--- src/rtl/hms_display_driver.sv ---
// hms_display_driver: scans binary HH:MM:SS onto a 6-digit common-anode seven-segment display, marking the edit digit.
// Optional HMS_BLINK_EN blinks the selected digit instead of lighting its decimal point.
module hms_display_driver #(
  parameter int SCAN_DIV = 100000,
  parameter int BLINK_DIV = 25000000
) (
  input  logic       clk_i,
  input  logic       reset_i,
  input  logic [5:0] sec_i,
  input  logic [5:0] min_i,
  input  logic [5:0] hour_i,
  input  logic [2:0] digitp_i,
  output logic [5:0] an_o,
  output logic [6:0] seg_o,
  output logic       dp_o
);
  localparam int SW = $clog2(SCAN_DIV);
  logic [SW-1:0] scan_cnt;
  logic [2:0] idx;
  logic [5:0] sec_s, min_s, hour_s, sec_v, min_v, hour_v, v;
  logic [3:0] d;
  logic [6:0] font;
  logic cap, scan_wrap, sel, blank, dp_next;
  assign cap = idx == 3'd0 && scan_cnt == '0;
  assign scan_wrap = scan_cnt == SW'(SCAN_DIV - 1);
  // the frame-start cycle shows the values being captured, not the stale snapshot
  assign sec_v = cap ? sec_i : sec_s;
  assign min_v = cap ? min_i : min_s;
  assign hour_v = cap ? hour_i : hour_s;
  assign sel = digitp_i == idx;
  always_comb begin
    v = idx[2] ? hour_v : idx[1] ? min_v : sec_v;
    d = idx[0] ? 4'(v / 6'd10) : 4'(v % 6'd10);
    case (d)
      4'd0: font = 7'b1000000;
      4'd1: font = 7'b1111001;
      4'd2: font = 7'b0100100;
      4'd3: font = 7'b0110000;
      4'd4: font = 7'b0011001;
      4'd5: font = 7'b0010010;
      4'd6: font = 7'b0000010;
      4'd7: font = 7'b1111000;
      4'd8: font = 7'b0000000;
      default: font = 7'b0010000;
    endcase
  end
  always_ff @(posedge clk_i) begin
    if (reset_i) begin
      scan_cnt <= '0;
      idx <= 3'd0;
      sec_s <= 6'd0;
      min_s <= 6'd0;
      hour_s <= 6'd0;
    end else begin
      scan_cnt <= scan_wrap ? '0 : scan_cnt + 1'b1;
      if (scan_wrap) idx <= idx == 3'd5 ? 3'd0 : idx + 3'd1;
      if (cap) begin
        sec_s <= sec_i;
        min_s <= min_i;
        hour_s <= hour_i;
      end
    end
  end
`ifdef HMS_BLINK_EN
  localparam int BW = $clog2(BLINK_DIV);
  logic [BW-1:0] blink_cnt;
  logic blink_on, changed;
  logic [2:0] digitp_q;
  assign changed = digitp_i != digitp_q;
  // a cursor move shows the newly selected digit immediately
  assign blank = sel && !blink_on && !changed;
  assign dp_next = 1'b1;
  always_ff @(posedge clk_i) digitp_q <= digitp_i;
  always_ff @(posedge clk_i) begin
    if (reset_i || changed) begin
      blink_cnt <= '0;
      blink_on <= 1'b1;
    end else begin
      blink_cnt <= blink_cnt == BW'(BLINK_DIV - 1) ? '0 : blink_cnt + 1'b1;
      if (blink_cnt == BW'(BLINK_DIV - 1)) blink_on <= ~blink_on;
    end
  end
`else
  assign blank = 1'b0;
  assign dp_next = !sel;
`endif
  always_ff @(posedge clk_i) begin
    if (reset_i) begin
      an_o <= 6'h3F;
      seg_o <= 7'h7F;
      dp_o <= 1'b1;
    end else begin
      an_o <= ~(6'd1 << idx);
      seg_o <= blank ? 7'h7F : font;
      dp_o <= dp_next;
    end
  end
endmodule

--- config.mk ---
export PLATFORM = sky130hd
export DESIGN_NAME = hms_display_driver
export DESIGN_NICKNAME = d
export VERILOG_FILES = /design/src/rtl/hms_display_driver.sv
export SDC_FILE = /design/constraint.sdc
export NUM_CORES = 1
export LEC_CHECK = 0
export ABC_AREA = 1
export CORE_ASPECT_RATIO = 1.2
export CORE_MARGIN = 2
export CORE_UTILIZATION = 40
export CTS_CLUSTER_DIAMETER = 200
export CTS_CLUSTER_SIZE = 40
export DETAILED_ROUTE_END_ITERATION = 8
export PLACE_DENSITY = 0.64
export SYNTH_ARGS = -nofsm -noshare
export SYNTH_HDL_FRONTEND = slang
export SYNTH_SLANG_ARGS = --single-unit
--- constraint.sdc ---
create_clock -name clk_i -period 3.8 [get_ports clk_i]
set_clock_uncertainty 0.1 [all_clocks]
set_input_delay 0.57 -clock clk_i [delete_from_list [all_inputs] [get_ports clk_i]]
set_output_delay 0.57 -clock clk_i [all_outputs]
set_load 0.005 [all_outputs]
==> results.md, run 1 <==
- Status: finished, final reports clean
- Post-synthesis cell type count: 34
- Initial drt markers: 164
- Die Width: 79.95 um
- Peak VDD IR: 0.2451 mV
- Placed Area: 3248 um^2
- Largest stage delay, worst path: 340 ps
- Count of pins over their slew limit: 0
- I/O pin count: 37
- CP arrival: 3680 ps
- Largest cells by area after synthesis: dfxtp_1 (38%), nand2_1 (13%), nand3_1 (7.0%)
- Post-Syn Instances: 394
- Area of the multi-input gates: 1625 um^2
- H-tree Lvls: 2
- Global-route wire length before repair: 10670 um
- Cts bufs inserted: 5
- Setup violators final: 0
- ANT cells: 0
- WHS: 375.8 ps
- P&R area growth vs syn: 30.55%
- Max-cap violations: 0
- GRT Total Usage: 0.1773
- Vias post-DR: 2659
- Crit path max fanout: 6
- Clock-pin slew on the worst setup and hold paths: 100 ps
- Via density: 4.924
- Yosys warns: 0
- Final min period: 3590 ps
- I/O Buffers: 36
- Cell count after placement: 516
- Worst EP required: 3890 ps
- Sink Count: 52
- Most used cell, CP: nand2_2
- Crit path kind: reg2reg
- Final core occ: 0.5338
- Commonest cells after routing, fill and taps aside: nand2_1 (87), dfxtp_1 (50), inv_1 (41)
- Placer Congestion: 0.8054
- Register cell area after layout: 1044 um^2
- First drt pass iteration count: 5
- Vias in the first global route: 2447
- Worst-Margin Slew: 468.6 ps
- Syn_area_per_cell: 7.028 um^2
- Effective utilization at floorplan: 0.4089
- Hold crit path type: reg2reg
- Layout Cells excl Fill: 540
- Clock Latency Late Sink: 310 ps
- Tcrit/Tclk final: 0.9446
- Startpoint types: flip-flop
- CTS tree: yes
- DRC: 0
- Wirelength, routed: 6633 um
- CTS root buffer: clkbuf_8
- Die area: 7606 um^2
- Average wire per standard cell: 12.28 um
- Static leakage: 1.589 nW
- Max_slew headroom: 0.6868
- Initial antenna violation count: 0
- Post-Syn Area: 2769 um^2
- Yosys reg bits: 52
- Post-synth top area share: 0.3760
- Crit end category: flip-flop
- Pwr per Cell Area: 424.5 nW/um^2
- # nets final: 484
- Sequential-to-total area share from yosys stat: 0.3760
- Largest net degree at the start of global routing: 24
- Most common cell after layout, fill and taps aside: nand2_1
- Final count of hold timing violations: 0
- Row count: 33
- Synth area leader: dfxtp_1
- Clk buf depth: 2
- Layout cell share with drive strength beyond 1: 0.2097
- Gr ovfl total: 0
- Routed Antenna Nets: 0
- Fmax achieved: 278.6 MHz
- Syn Nets: 426
- Sum Neg Setup Slack: 0 ps
- Design area: 3615 um^2
- Die height: 95.14 um
- Hold-fix buffers, CTS: 0
- Core area: 6771 um^2
- Final HPWL DP: 4642 um
- CP max stage cell: dfxtp_2
- Layout fillers: 665
## layout make-up
class,instances,area share
inverters,51,0.05296
repair buffers,61,0.1526
well taps,87,0.03011
clock buffers,7,0.02388
multi-input cells,281,0.4496
flip-flops and latches,52,0.2887
clock inverters,1,0.002077
## metrics by stage
| stage | total power [mW] | setup WS, ps |
|---|---|---|
| after floorplan | 0.9394 | 330.2 |
| after global placement | 1.075 | 202.9 |
| after detailed placement | 1.083 | 66.46 |
| after CTS | 1.418 | 49.66 |
| after global routing | 1.637 | -71.07 |
| final | 1.534 | 210.4 |
## state kept, by name (all words and copies together) (netlist names)
register / flops
min_s: 6
seg_o: 7
dp_o: 1
idx: 3
an_o: 6
hour_s: 6
scan_cnt: 17
sec_s: 6
## power by group
part	internal, mW	leakage [nW]	switching, mW	total, mW
logic	0.267	1.12	0.326	0.593
clock network	0.149	0.0445	0.188	0.336
registers	0.593	0.427	0.0119	0.605
## kinds of logic (layout without fill, tap and decap cells)
family / after synthesis / after routing / share of synthesized area
AO/OA/AOI/OAI: 44 / 44 / 0.08450
XOR/XNOR: 4 / 4 / 0.01265
AND/OR/NAND/NOR: 223 / 224 / 0.3936
buffers and inverters: 62 / 120 / 0.09263
flip-flops: 52 / 52 / 0.3760
adder cells (fa/ha/maj): 9 / 9 / 0.04067
## cell usage after synthesis
| master | count |
|---|---|
| nand3_1 | 39 |
| nor3b_1 | 3 |
| o21ai_0 | 8 |
| nand2_1 | 93 |
| buf_6 | 3 |
| xor2_1 | 2 |
| o22ai_1 | 1 |
| nor2_4 | 1 |
| nand3_4 | 1 |
| or2_1 | 1 |
| a21oi_2 | 1 |
| nor2_8 | 2 |
| nor2_1 | 35 |
| nand3_2 | 1 |
| buf_1 | 1 |
| nand2_4 | 5 |
| clkbuf_1 | 6 |
| inv_2 | 5 |
| a21oi_1 | 27 |
| nor2_2 | 2 |
| nor3_1 | 10 |
| o41ai_1 | 1 |
| o211ai_1 | 2 |
| clkinv_1 | 1 |
| xnor2_1 | 2 |
| dfxtp_1 | 52 |
| inv_1 | 45 |
| nand2_2 | 15 |
| nor4_1 | 1 |
| o21ai_1 | 4 |
| ha_1 | 9 |
| nand4_1 | 13 |
| and2_1 | 1 |
| buf_2 | 1 |
## critical path, delay by kind of cell (launching register included)
kind            cells  cell delay (ps)
simple gates       23             2020
flops               1              340
compound gates      1               70
buf+inv             8              610
fa+ha+maj           2              310
## what timing repair did
action	in CTS	in global routing
endpoints found under the hold margin	0	0
setup buffers	0	15
setup endpoints to repair	0	7
gates resized for setup	0	38
## layer usage
layer	GRT usage	share of wire
met1	0.1994	0.42
met2	0.3368	0.52
met3	0.02936	0.047
met4	0.05508	0.015
met5	0	0
## worst paths after layout
check	start	slack [ps]	depth (start not counted)	endpoint
max reg2reg	scan_cnt[1]$_SDFF_PP0_	210	34	seg_o[6]$_SDFF_PP1_
min	min_s[4]$_SDFF_PP0_	380	2	min_s[4]$_SDFF_PP0_
max	scan_cnt[1]$_SDFF_PP0_	210	34	seg_o[6]$_SDFF_PP1_
min reg2reg	min_s[4]$_SDFF_PP0_	380	2	min_s[4]$_SDFF_PP0_
Note: power is estimated with default switching activity, not from simulation.
==> run 2, diff against run 1 <==
--- a/constraint.sdc
+++ b/constraint.sdc
@@ -3,3 +3,3 @@
 set_input_delay 0.57 -clock clk_i [delete_from_list [all_inputs] [get_ports clk_i]]
 set_output_delay 0.57 -clock clk_i [all_outputs]
-set_load 0.005 [all_outputs]
+set_load 0.01 [all_outputs]
==> results of run 2 <==
The final DEF is identical to that of run 1. Status: finished, final reports clean.
Main changes from that run: total power 1.534 mW -> 1.546 mW; worst IR drop on VDD 0.2451 mV -> 0.2554 mV
